<file path="src/rtl/spi_frame_scheduler.sv">
`default_nettype none
// ============================================================================
// spi_frame_scheduler : validates 64-bit SPI frames, dispatches addr/data cmds
// Revision 1.0
// ============================================================================
module spi_frame_scheduler #(
  parameter logic [7:0]  HEADER  = 8'hA5,
  parameter int unsigned TIMEOUT = 1024,
  parameter int unsigned CNT_W   = 16
) (
  input  logic             clk,
  input  logic             rst,
  input  logic             rx_enable,
  output logic             spi_wr_en,
  input  logic             rxd_flag,
  input  logic [63:0]      rxd_data,
  output logic             cmd_valid,
  input  logic             cmd_ready,
  output logic [7:0]       cmd_addr,
  output logic [31:0]      cmd_data,
  output logic             err_hdr,
  output logic             err_sum,
  output logic             err_seq,
  output logic             err_tmo,
  output logic             err_ovf,
  output logic [CNT_W-1:0] ok_cnt,
  output logic [CNT_W-1:0] err_cnt
);

  localparam int unsigned     WAIT_W    = (TIMEOUT > 2) ? $clog2(TIMEOUT) : 1;
  localparam logic [WAIT_W-1:0] WAIT_LAST = WAIT_W'(TIMEOUT - 1);

  typedef enum logic [1:0] {
    ST_IDLE     = 2'd0,
    ST_CHECK    = 2'd1,
    ST_DISPATCH = 2'd2
  } state_t;

  state_t            state_q, state_d;
  logic [63:0]       frame_q, frame_d;
  logic [7:0]        last_seq_q, last_seq_d;
  logic              seq_valid_q, seq_valid_d;
  logic              rx_en_prev_q, rx_en_prev_d;
  logic [WAIT_W-1:0] wait_q, wait_d;
  logic              spi_wr_en_q, spi_wr_en_d;
  logic              cmd_valid_q, cmd_valid_d;
  logic [7:0]        cmd_addr_q, cmd_addr_d;
  logic [31:0]       cmd_data_q, cmd_data_d;
  logic              err_hdr_q, err_hdr_d;
  logic              err_sum_q, err_sum_d;
  logic              err_seq_q, err_seq_d;
  logic              err_tmo_q, err_tmo_d;
  logic              err_ovf_q, err_ovf_d;
  logic [CNT_W-1:0]  ok_cnt_q, ok_cnt_d;
  logic [CNT_W-1:0]  err_cnt_q, err_cnt_d;

  logic [7:0]        w_sum;
  logic [1:0]        w_err_inc;
  logic              w_ok_inc;
  logic [CNT_W:0]    w_err_sum_ext;
  logic [CNT_W:0]    w_ok_sum_ext;

  assign w_sum = frame_q[63:56] ^ frame_q[55:48] ^ frame_q[47:40] ^ frame_q[39:32]
               ^ frame_q[31:24] ^ frame_q[23:16] ^ frame_q[15:8];

  always_comb begin
    state_d      = state_q;
    frame_d      = frame_q;
    last_seq_d   = last_seq_q;
    seq_valid_d  = seq_valid_q;
    rx_en_prev_d = rx_enable;
    wait_d       = wait_q;
    cmd_valid_d  = cmd_valid_q;
    cmd_addr_d   = cmd_addr_q;
    cmd_data_d   = cmd_data_q;
    err_hdr_d    = 1'b0;
    err_sum_d    = 1'b0;
    err_seq_d    = 1'b0;
    err_tmo_d    = 1'b0;
    err_ovf_d    = 1'b0;
    w_err_inc    = 2'd0;
    w_ok_inc     = 1'b0;
    spi_wr_en_d  = rx_enable && (state_q == ST_IDLE);

    case (state_q)
      ST_IDLE: begin
        if (rxd_flag) begin
          frame_d = rxd_data;
          state_d = ST_CHECK;
        end
      end
      ST_CHECK: begin
        if (frame_q[63:56] != HEADER) begin
          err_hdr_d = 1'b1;
          w_err_inc = 2'd1;
          state_d   = ST_IDLE;
        end else if (w_sum != frame_q[7:0]) begin
          err_sum_d = 1'b1;
          w_err_inc = 2'd1;
          state_d   = ST_IDLE;
        end else begin
          err_seq_d   = seq_valid_q && (frame_q[15:8] != last_seq_q + 8'd1);
          last_seq_d  = frame_q[15:8];
          seq_valid_d = 1'b1;
          cmd_addr_d  = frame_q[55:48];
          cmd_data_d  = frame_q[47:16];
          cmd_valid_d = 1'b1;
          wait_d      = '0;
          state_d     = ST_DISPATCH;
        end
      end
      ST_DISPATCH: begin
        // Accept takes priority over a timeout landing in the same cycle.
        if (cmd_ready) begin
          w_ok_inc    = 1'b1;
          cmd_valid_d = 1'b0;
          state_d     = ST_IDLE;
        end else if (wait_q == WAIT_LAST) begin
          err_tmo_d   = 1'b1;
          w_err_inc   = 2'd1;
          cmd_valid_d = 1'b0;
          state_d     = ST_IDLE;
        end else begin
          wait_d = wait_q + WAIT_W'(1);
        end
      end
      default: state_d = ST_IDLE;
    endcase

    if (rxd_flag && (state_q != ST_IDLE)) begin
      err_ovf_d = 1'b1;
      w_err_inc = w_err_inc + 2'd1;
    end

    // A fresh enable starts a new sequence; clearing wins over a same-cycle set.
    if (rx_enable && !rx_en_prev_q) begin
      seq_valid_d = 1'b0;
    end

    w_err_sum_ext = {1'b0, err_cnt_q} + (CNT_W+1)'(w_err_inc);
    w_ok_sum_ext  = {1'b0, ok_cnt_q} + (CNT_W+1)'(w_ok_inc);
    err_cnt_d     = w_err_sum_ext[CNT_W] ? '1 : w_err_sum_ext[CNT_W-1:0];
    ok_cnt_d      = w_ok_sum_ext[CNT_W]  ? '1 : w_ok_sum_ext[CNT_W-1:0];
  end

  always_ff @(posedge clk) begin
    if (rst) begin
      state_q      <= ST_IDLE;
      frame_q      <= '0;
      last_seq_q   <= '0;
      seq_valid_q  <= 1'b0;
      rx_en_prev_q <= 1'b0;
      wait_q       <= '0;
      spi_wr_en_q  <= 1'b0;
      cmd_valid_q  <= 1'b0;
      cmd_addr_q   <= '0;
      cmd_data_q   <= '0;
      err_hdr_q    <= 1'b0;
      err_sum_q    <= 1'b0;
      err_seq_q    <= 1'b0;
      err_tmo_q    <= 1'b0;
      err_ovf_q    <= 1'b0;
      ok_cnt_q     <= '0;
      err_cnt_q    <= '0;
    end else begin
      state_q      <= state_d;
      frame_q      <= frame_d;
      last_seq_q   <= last_seq_d;
      seq_valid_q  <= seq_valid_d;
      rx_en_prev_q <= rx_en_prev_d;
      wait_q       <= wait_d;
      spi_wr_en_q  <= spi_wr_en_d;
      cmd_valid_q  <= cmd_valid_d;
      cmd_addr_q   <= cmd_addr_d;
      cmd_data_q   <= cmd_data_d;
      err_hdr_q    <= err_hdr_d;
      err_sum_q    <= err_sum_d;
      err_seq_q    <= err_seq_d;
      err_tmo_q    <= err_tmo_d;
      err_ovf_q    <= err_ovf_d;
      ok_cnt_q     <= ok_cnt_d;
      err_cnt_q    <= err_cnt_d;
    end
  end

  assign spi_wr_en = spi_wr_en_q;
  assign cmd_valid = cmd_valid_q;
  assign cmd_addr  = cmd_addr_q;
  assign cmd_data  = cmd_data_q;
  assign err_hdr   = err_hdr_q;
  assign err_sum   = err_sum_q;
  assign err_seq   = err_seq_q;
  assign err_tmo   = err_tmo_q;
  assign err_ovf   = err_ovf_q;
  assign ok_cnt    = ok_cnt_q;
  assign err_cnt   = err_cnt_q;

endmodule
`default_nettype wire

</file>
<file path="config.mk">
export PLATFORM = sky130hd
export DESIGN_NAME = spi_frame_scheduler
export DESIGN_NICKNAME = d
export VERILOG_FILES = /design/src/rtl/spi_frame_scheduler.sv
export SDC_FILE = /design/constraint.sdc
export NUM_CORES = 1
export LEC_CHECK = 0
export ABC_CLOCK_PERIOD_IN_PS = 3330
export CAP_MARGIN = 0
export CORE_MARGIN = 4
export CORE_UTILIZATION = 25
export CTS_BUF_LIST = sky130_fd_sc_hd__clkbuf_4 sky130_fd_sc_hd__clkbuf_8
export DETAILED_ROUTE_END_ITERATION = 16
export PLACE_DENSITY = 0.56
export REMOVE_ABC_BUFFERS = 1
export SYNTH_ARGS = -nofsm -noshare
export SYNTH_HDL_FRONTEND = slang
export SYNTH_SLANG_ARGS = --single-unit
</file>
<file path="constraint.sdc">
create_clock -name clk -period 3.33 [get_ports clk]
set_input_delay 0.4995 -clock clk [delete_from_list [all_inputs] [get_ports clk]]
set_output_delay 0.4995 -clock clk [all_outputs]
set_load 0.03 [all_outputs]
</file>
# Word level (Yosys, flattened, before mapping)

Cells that the tools add are included.

Output and inout bits: 79
Bits of input ports: 69
Flip-flop bits (word level): 165

Reductions and logical operators: 18
Bitwise operators: 10
Equal/unequal tests: 12
Multiplexer cells: 30
$add $sub $neg: 5

Operators with widths:

| cell                                          | count |
|---|---|
| bitwise XOR 8 bit                             | 6 |
| 2-to-1 mux 10 bit                             | 4 |
| 2-to-1 mux 16 bit                             | 2 |
| one-hot mux 10 bit (2 select lines)           | 1 |
| adder 16 x 1 -> 17 bit                        | 1 |
| adder 16 x 2 -> 17 bit                        | 1 |
| != test 8 bit                                 | 2 |
| 2-to-1 mux 1 bit                              | 14 |
| 2-to-1 mux 2 bit                              | 6 |
| adder 10 x 1 -> 10 bit, second input constant | 1 |
| == test 10 bit, second input constant         | 1 |
| != test 2 bit, second input constant          | 5 |
| adder 8 x 1 -> 8 bit, second input constant   | 1 |
| != test 8 bit, second input constant          | 1 |
| one-hot mux 2 bit (3 select lines)            | 1 |
| OR reduction 3 bit                            | 2 |
| AND reduction 5 bit                           | 1 |
| logical AND 1 bit                             | 4 |
| inverter 1 bit                                | 4 |
| one-hot mux 1 bit (2 select lines)            | 2 |
| AND reduction 2 bit                           | 2 |
| AND reduction 4 bit                           | 1 |
| nonzero test 2 bit                            | 2 |
| OR reduction 2 bit                            | 2 |
| other kinds (8)                               | 8 |

# Longest topological paths before layout

Depth in word-level cells: 14
Gate-level depth with buffers: 15
Mapped depth without buffers: 14

# Worst setup path before layout

Ideal clock, no wire load.

Path kind: reg-to-reg
Start point: register frame_q[11]
End point: register err_cnt_q[14], in the netlist err_cnt[14]
Path slack: -0.232 ns
Data required time: 3.198 ns
Cell stages (with the launch flop): 16
Buffers on the path: 1
Data arrival time: 3.430 ns
Setup time: 0.132 ns
Cell sequence: dfxtp_1 buf_2 xnor2_2 xnor2_1 xnor2_1 nand4_1 o31ai_1 a21boi_1 ha_1 ha_1 inv_1 fa_1 nor4b_1 nand3_1 nor3b_1 nor3_1

Longest elaborated chain between the ends: 9

RTL lines:

| what                                   | RTL line | RTL |
|---|---|---|
| from (decl)                            | 40       | `logic [63:0] frame_q, frame_d;` |
| from (signal assigned)                 | 167      | `frame_q <= frame_d;` |
| bitwise XOR 8 bit (*)                  | 64       | `^ frame_q[31:24] ^ frame_q[23:16] ^ frame_q[15:8];` |
| != test 8 bit (*)                      | 97       | `end else if (w_sum != frame_q[7:0]) begin` |
| 2-to-1 mux 1 bit (*)                   | 97       |  |
| 2-to-1 mux 1 bit (*)                   | 93       | `if (frame_q[63:56] != HEADER) begin` |
| one-hot mux 1 bit (2 select lines) (*) | 85       | `case (state_q)` |
| adder 2 x 1 -> 2 bit                   | 132      | `w_err_inc = w_err_inc + 2'd1;` |
| 2-to-1 mux 2 bit (*)                   | 130      | `if (rxd_flag && (state_q != ST_IDLE)) begin` |
| adder 16 x 2 -> 17 bit (*)             | 140      | `w_err_sum_ext = {1'b0, err_cnt_q} + (CNT_W+1)'(w_err_inc);` |
| 2-to-1 mux 16 bit (*)                  | 142      | `err_cnt_d = w_err_sum_ext[CNT_W] ? '1 : w_err_sum_ext[CNT_W-1:0];` |
| to (signal assigned)                   | 182      | `err_cnt_q <= err_cnt_d;` |
| to (decl)                              | 55       | `logic [CNT_W-1:0] err_cnt_q, err_cnt_d;` |

Every way passes the cells marked *; elsewhere a longest branch is shown, timed or not.
A chain may end at the register's enable or synchronous reset.

# Worst setup path in the final report

Start point: register frame_q[25]
End point: register err_cnt_q[13], in the netlist err_cnt[13]

Longest elaborated chain between the ends: 11

RTL lines:

| what                                   | RTL line |
|---|---|
| bitwise XOR 8 bit (*) (3 in a row)     | 64 |
| != test 8 bit (*)                      | 97 |
| 2-to-1 mux 1 bit (*)                   | 97 |
| 2-to-1 mux 1 bit (*)                   | 93 |
| one-hot mux 1 bit (2 select lines) (*) | 85 |
| adder 2 x 1 -> 2 bit                   | 132 |
| 2-to-1 mux 2 bit (*)                   | 130 |
| adder 16 x 2 -> 17 bit (*)             | 140 |
| 2-to-1 mux 16 bit (*)                  | 142 |

Marked as above.

==> results by group <==
Power
  – Flop pwr share: between 40% and 50%
  – Pwr dens: around 440 nW/um^2
  – Comb pwr share: between 10% and 20%
  – Leakage power: between 3 and 4 nW
  – Worst VDD drop: roughly 0.00022 V
  – Switching component of the power: ~1.1 mW
  – Internal: 3.278 mW
  – Clock network fraction of total power: between 30% and 40%
  – Switching share of power: around 25%

Critical path
  – Slowest CP cell: or4b_4
  – Setup CP Type: reg -> reg
  – Buf/Inv on CP: 4
  – Crit end category: flip-flop
  – Crit-path cells: xnor2_1, xnor2_1, buf_4, xnor2_1, nand4_1, o31ai_2, buf_4, a21boi_2, ha_1, ha_2, inv_2, fa_2, or4b_4, buf_6, a21oi_1
  – CP top delay family: adder cells
  – Type of origin of the critical path: flip-flop
  – WP data arrival: 3.68 ns
  – Crit-path most repeated cell: xnor2_1
  – CP max stage delay: about 0.51 ns
  – Worst EP required: 3.70 ns
  – Crit path max fanout: 6

STA
  – Setup TNS: 0 ns
  – Final Max Slew Viols: 0
  – Setup violators final: 0
  – RSZ-0062 raised after global routing: true
  – Fin. Hold Viols: 0
  – Min Tclk post-route: 3.311 ns
  – Final period util: a little under 100%
  – Layout Skew: 0.01683 ns
  – Rel. slew slack: between 40% and 50%
  – Fmax: 302.0 MHz
  – Slew @ Worst Pin: around 0.86 ns
  – Final WS setup: about 0.019 ns

Route
  – Vias/cell: 4.283
  – Post-route ant nets: 0
  – Iteration-0 DRC Markers: ~290
  – Initial DRT Pass Iterations: 5
  – Routed len/inst: 13.43 microns
  – WL final: ~19000 microns
  – Vias post-DR: about 6000
  – Post-route DRC: 0

Finish
  – Final non-filler cell total: between 1000 and 1500
  – Nets@finish: between 1000 and 1500
  – Antenna Cells: 0
  – Synthesis-to-finish area growth: 42.17%
  – Share of cells above drive strength 1: 13.64%

Floorplan
  – IO Count: approximately 150
  – Die H: between 150 and 200 microns
  – Die area: about 30000 sq um
  – Die Span X: 175.8 microns
  – Core area: about 28000 sq um
  – Starting Density: approximately 25%
  – Num rows: about 60

Clock tree
  – Clk sinks: 165
  – H-tree depth: 4
  – Clock Path Buffers: 2
  – TritonCTS clock tree: yes
  – Root Buffer: clkbuf_8
  – Clock-pin slew on the worst setup and hold paths: 0.09 ns
  – Clk_lat worst skew: around 0.45 ns
  – Cts bufs inserted: 17

Global route
  – Pin count of the biggest net entering global routing: 74
  – Vias in the first global route: ~5900
  – Initial antenna violation count: 0
  – Gr usage total: 12.07%
  – Grt total ovfl: 0
  – First-pass GRT wire length: about 30000 microns

Synth
  – Cell count after synthesis: roughly 810
  – Netlist Area Pre-Place: between 7000 and 8000 sq um
  – Area share of the largest cell type after synthesis: between 40 and 50%
  – Post-synth top area cell: dfxtp_1
  – Synth warnings: 0
  – FF+latch count, synth: approximately 170
  – Synth cell types: 47
  – Syn Area/Cell: 8.718 sq um
  – Synth area leaders: dfxtp_1 (47%), xnor2_1 (8.5%), nand2_1 (7.7%)
  – Sequential area share after synthesis: 46.95%

Place
  – PortBufs: between 100 and 150
  – Final RePlAce weighted congestion: approximately 0.75
  – DP HPWL: 12840 microns
  – DP Cell Count: about 1400
  – Pre-CTS setup slack: -0.1539 ns

Outcome
  – Status: complete, no violations

Worst hold path
  – Hold Path Class: reg -> reg

Job
  – Max_cap viols: 0
what timing repair did:
| action | 4_1_cts | 5_1_grt |
|---|---|---|
| pin swaps | 9 | 9 |
| gates cloned | 0 | 0 |
| setup buffers | 3 | 1 |
| hold buffers | 0 | 0 |
| setup endpoints to repair | 15 | 16 |
| resized for setup | 23 | 2 |
final cells by class:
| class | instances | area, sq um |
|---|---|---|
| Fill cell | 2905 | 17780 |
| Clock inverter | 12 | 201.4 |
| Timing Repair Buffer | 222 | 2090 |
| Inverter | 17 | 63.81 |
| Sequential cell | 165 | 3308 |
| Multi-Input combinational cell | 583 | 3603 |
| Tap cell | 378 | 473.0 |
| Clock buffer | 20 | 262.8 |
worst reg2reg max path, cell delays in order (launching register included):
cell and delay [ns]:
dfxtp_1 0.33, xnor2_1 0.21, xnor2_1 0.17, buf_4 0.15
xnor2_1 0.13, nand4_1 0.19, o31ai_2 0.22, buf_4 0.15
a21boi_2 0.04, ha_1 0.27, ha_2 0.18, inv_2 0.04
fa_2 0.38, or4b_4 0.51, buf_6 0.15, a21oi_1 0.12
power by group through the flow:
stage	logic (mW)	clock network [mW]	registers (mW)
floorplan	0.263	0	2.12
detailed placement	0.580	0	2.11
global placement	0.579	0	2.11
finish	0.606	1.71	2.07
global route	0.668	1.85	2.07
CTS	0.616	1.79	2.07
cells in the mapped netlist (all sizes together):
| cell | instances |
|---|---|
| a211oi | 1 |
| a21boi | 1 |
| a21o | 3 |
| a21oi | 107 |
| a22oi | 1 |
| a311oi | 1 |
| a31o | 1 |
| a31oi | 4 |
| and2 | 4 |
| and3 | 7 |
| and4 | 1 |
| and4b | 1 |
| buf | 7 |
| clkbuf | 35 |
| clkinv | 1 |
| dfxtp | 165 |
| fa | 1 |
| ha | 10 |
| inv | 16 |
| mux2i | 51 |
| nand2 | 144 |
| nand3 | 21 |
| nand4 | 12 |
| nand4b | 1 |
| nand4bb | 2 |
| nor2 | 71 |
| nor2b | 6 |
| nor3 | 8 |
| nor3b | 2 |
| nor4 | 3 |
| nor4b | 1 |
| o21ai | 12 |
| o22ai | 1 |
| o31a | 1 |
| o31ai | 7 |
| or2 | 2 |
| or3 | 2 |
| or4 | 6 |
| or4b | 1 |
| xnor2 | 70 |
| xor2 | 16 |
layout by cell type, fill, tap and decap left out, types with 3 or more instances in the layout:
| cell | count |
|---|---|
| buf_12 | 4 |
| a21o_1 | 3 |
| clkbuf_8 | 18 |
| nor2b_1 | 6 |
| xor2_1 | 16 |
| a21oi_1 | 103 |
| buf_4 | 70 |
| mux2i_1 | 51 |
| nor2_1 | 71 |
| nor3_1 | 8 |
| and2_1 | 3 |
| nand4_1 | 11 |
| xnor2_2 | 8 |
| dfxtp_1 | 161 |
| o21ai_1 | 5 |
| ha_1 | 9 |
| inv_1 | 14 |
| o31ai_1 | 6 |
| nand3_1 | 21 |
| clkdlybuf4s50_1 | 146 |
| o21ai_0 | 7 |
| and3_1 | 7 |
| or4_1 | 6 |
| a21oi_2 | 4 |
| xnor2_1 | 62 |
| a31oi_1 | 4 |
| nand2_1 | 143 |
| bufinv_16 | 5 |
| dfxtp_2 | 4 |
registers in the layout, summed over array words and instances (netlist names):
register,cells
err_cnt,16
err_tmo,1
last_seq_q,8
err_hdr,1
cmd_addr,8
spi_wr_en,1
ok_cnt,16
cmd_valid,1
frame_q,64
seq_valid_q,1
err_seq,1
wait_q,10
err_ovf,1
rx_en_prev_q,1
err_sum,1
state_q,2
cmd_data,32
cell families after synthesis:
logic type | Yosys count | synth area share [%]
buffers and inverters | 59 | 3.272
AO/OA/AOI/OAI | 140 | 10.67
flip-flops | 165 | 46.95
adder cells (fa/ha/maj) | 11 | 2.063
XOR/XNOR | 86 | 10.92
multiplexers | 51 | 7.256
AND/OR/NAND/NOR | 295 | 18.87
path summary, 6_finish.rpt:
path                     from     endpoint  slack, ns  cells past startpoint
setup reg to reg  frame_q[25]  err_cnt[13]       0.02                     15
hold reg to reg    frame_q[5]   frame_q[5]       0.47                      2
setup / recovery  frame_q[25]  err_cnt[13]       0.02                     15
hold / removal     frame_q[5]   frame_q[5]       0.47                      2
layer usage:
metal / vias to the layer above / global-route usage [%] / share of wire [%]
met4: 0 / 3.086 / 1.2
li1: 3104 / - / -
met5: - / 0 / 0
met2: 123 / 19.07 / 45
met1: 2741 / 15.99 / 49
met3: 16 / 3.917 / 5.6
metrics by stage:
step	utilization, %	hold WS, ns	area, sq um	power [mW]
2_1_floorplan	-	0.4277	6869	2.382
3_5_place_dp	33.83	0.4605	9398	2.690
4_1_cts	35.94	0.4742	9986	4.471
6_report	36.00	0.4706	10000	4.382
5_1_grt	36.00	0.4880	10000	4.593
3_3_place_gp	33.83	0.4561	9398	2.688
Power figures use the tool's default switching activity.
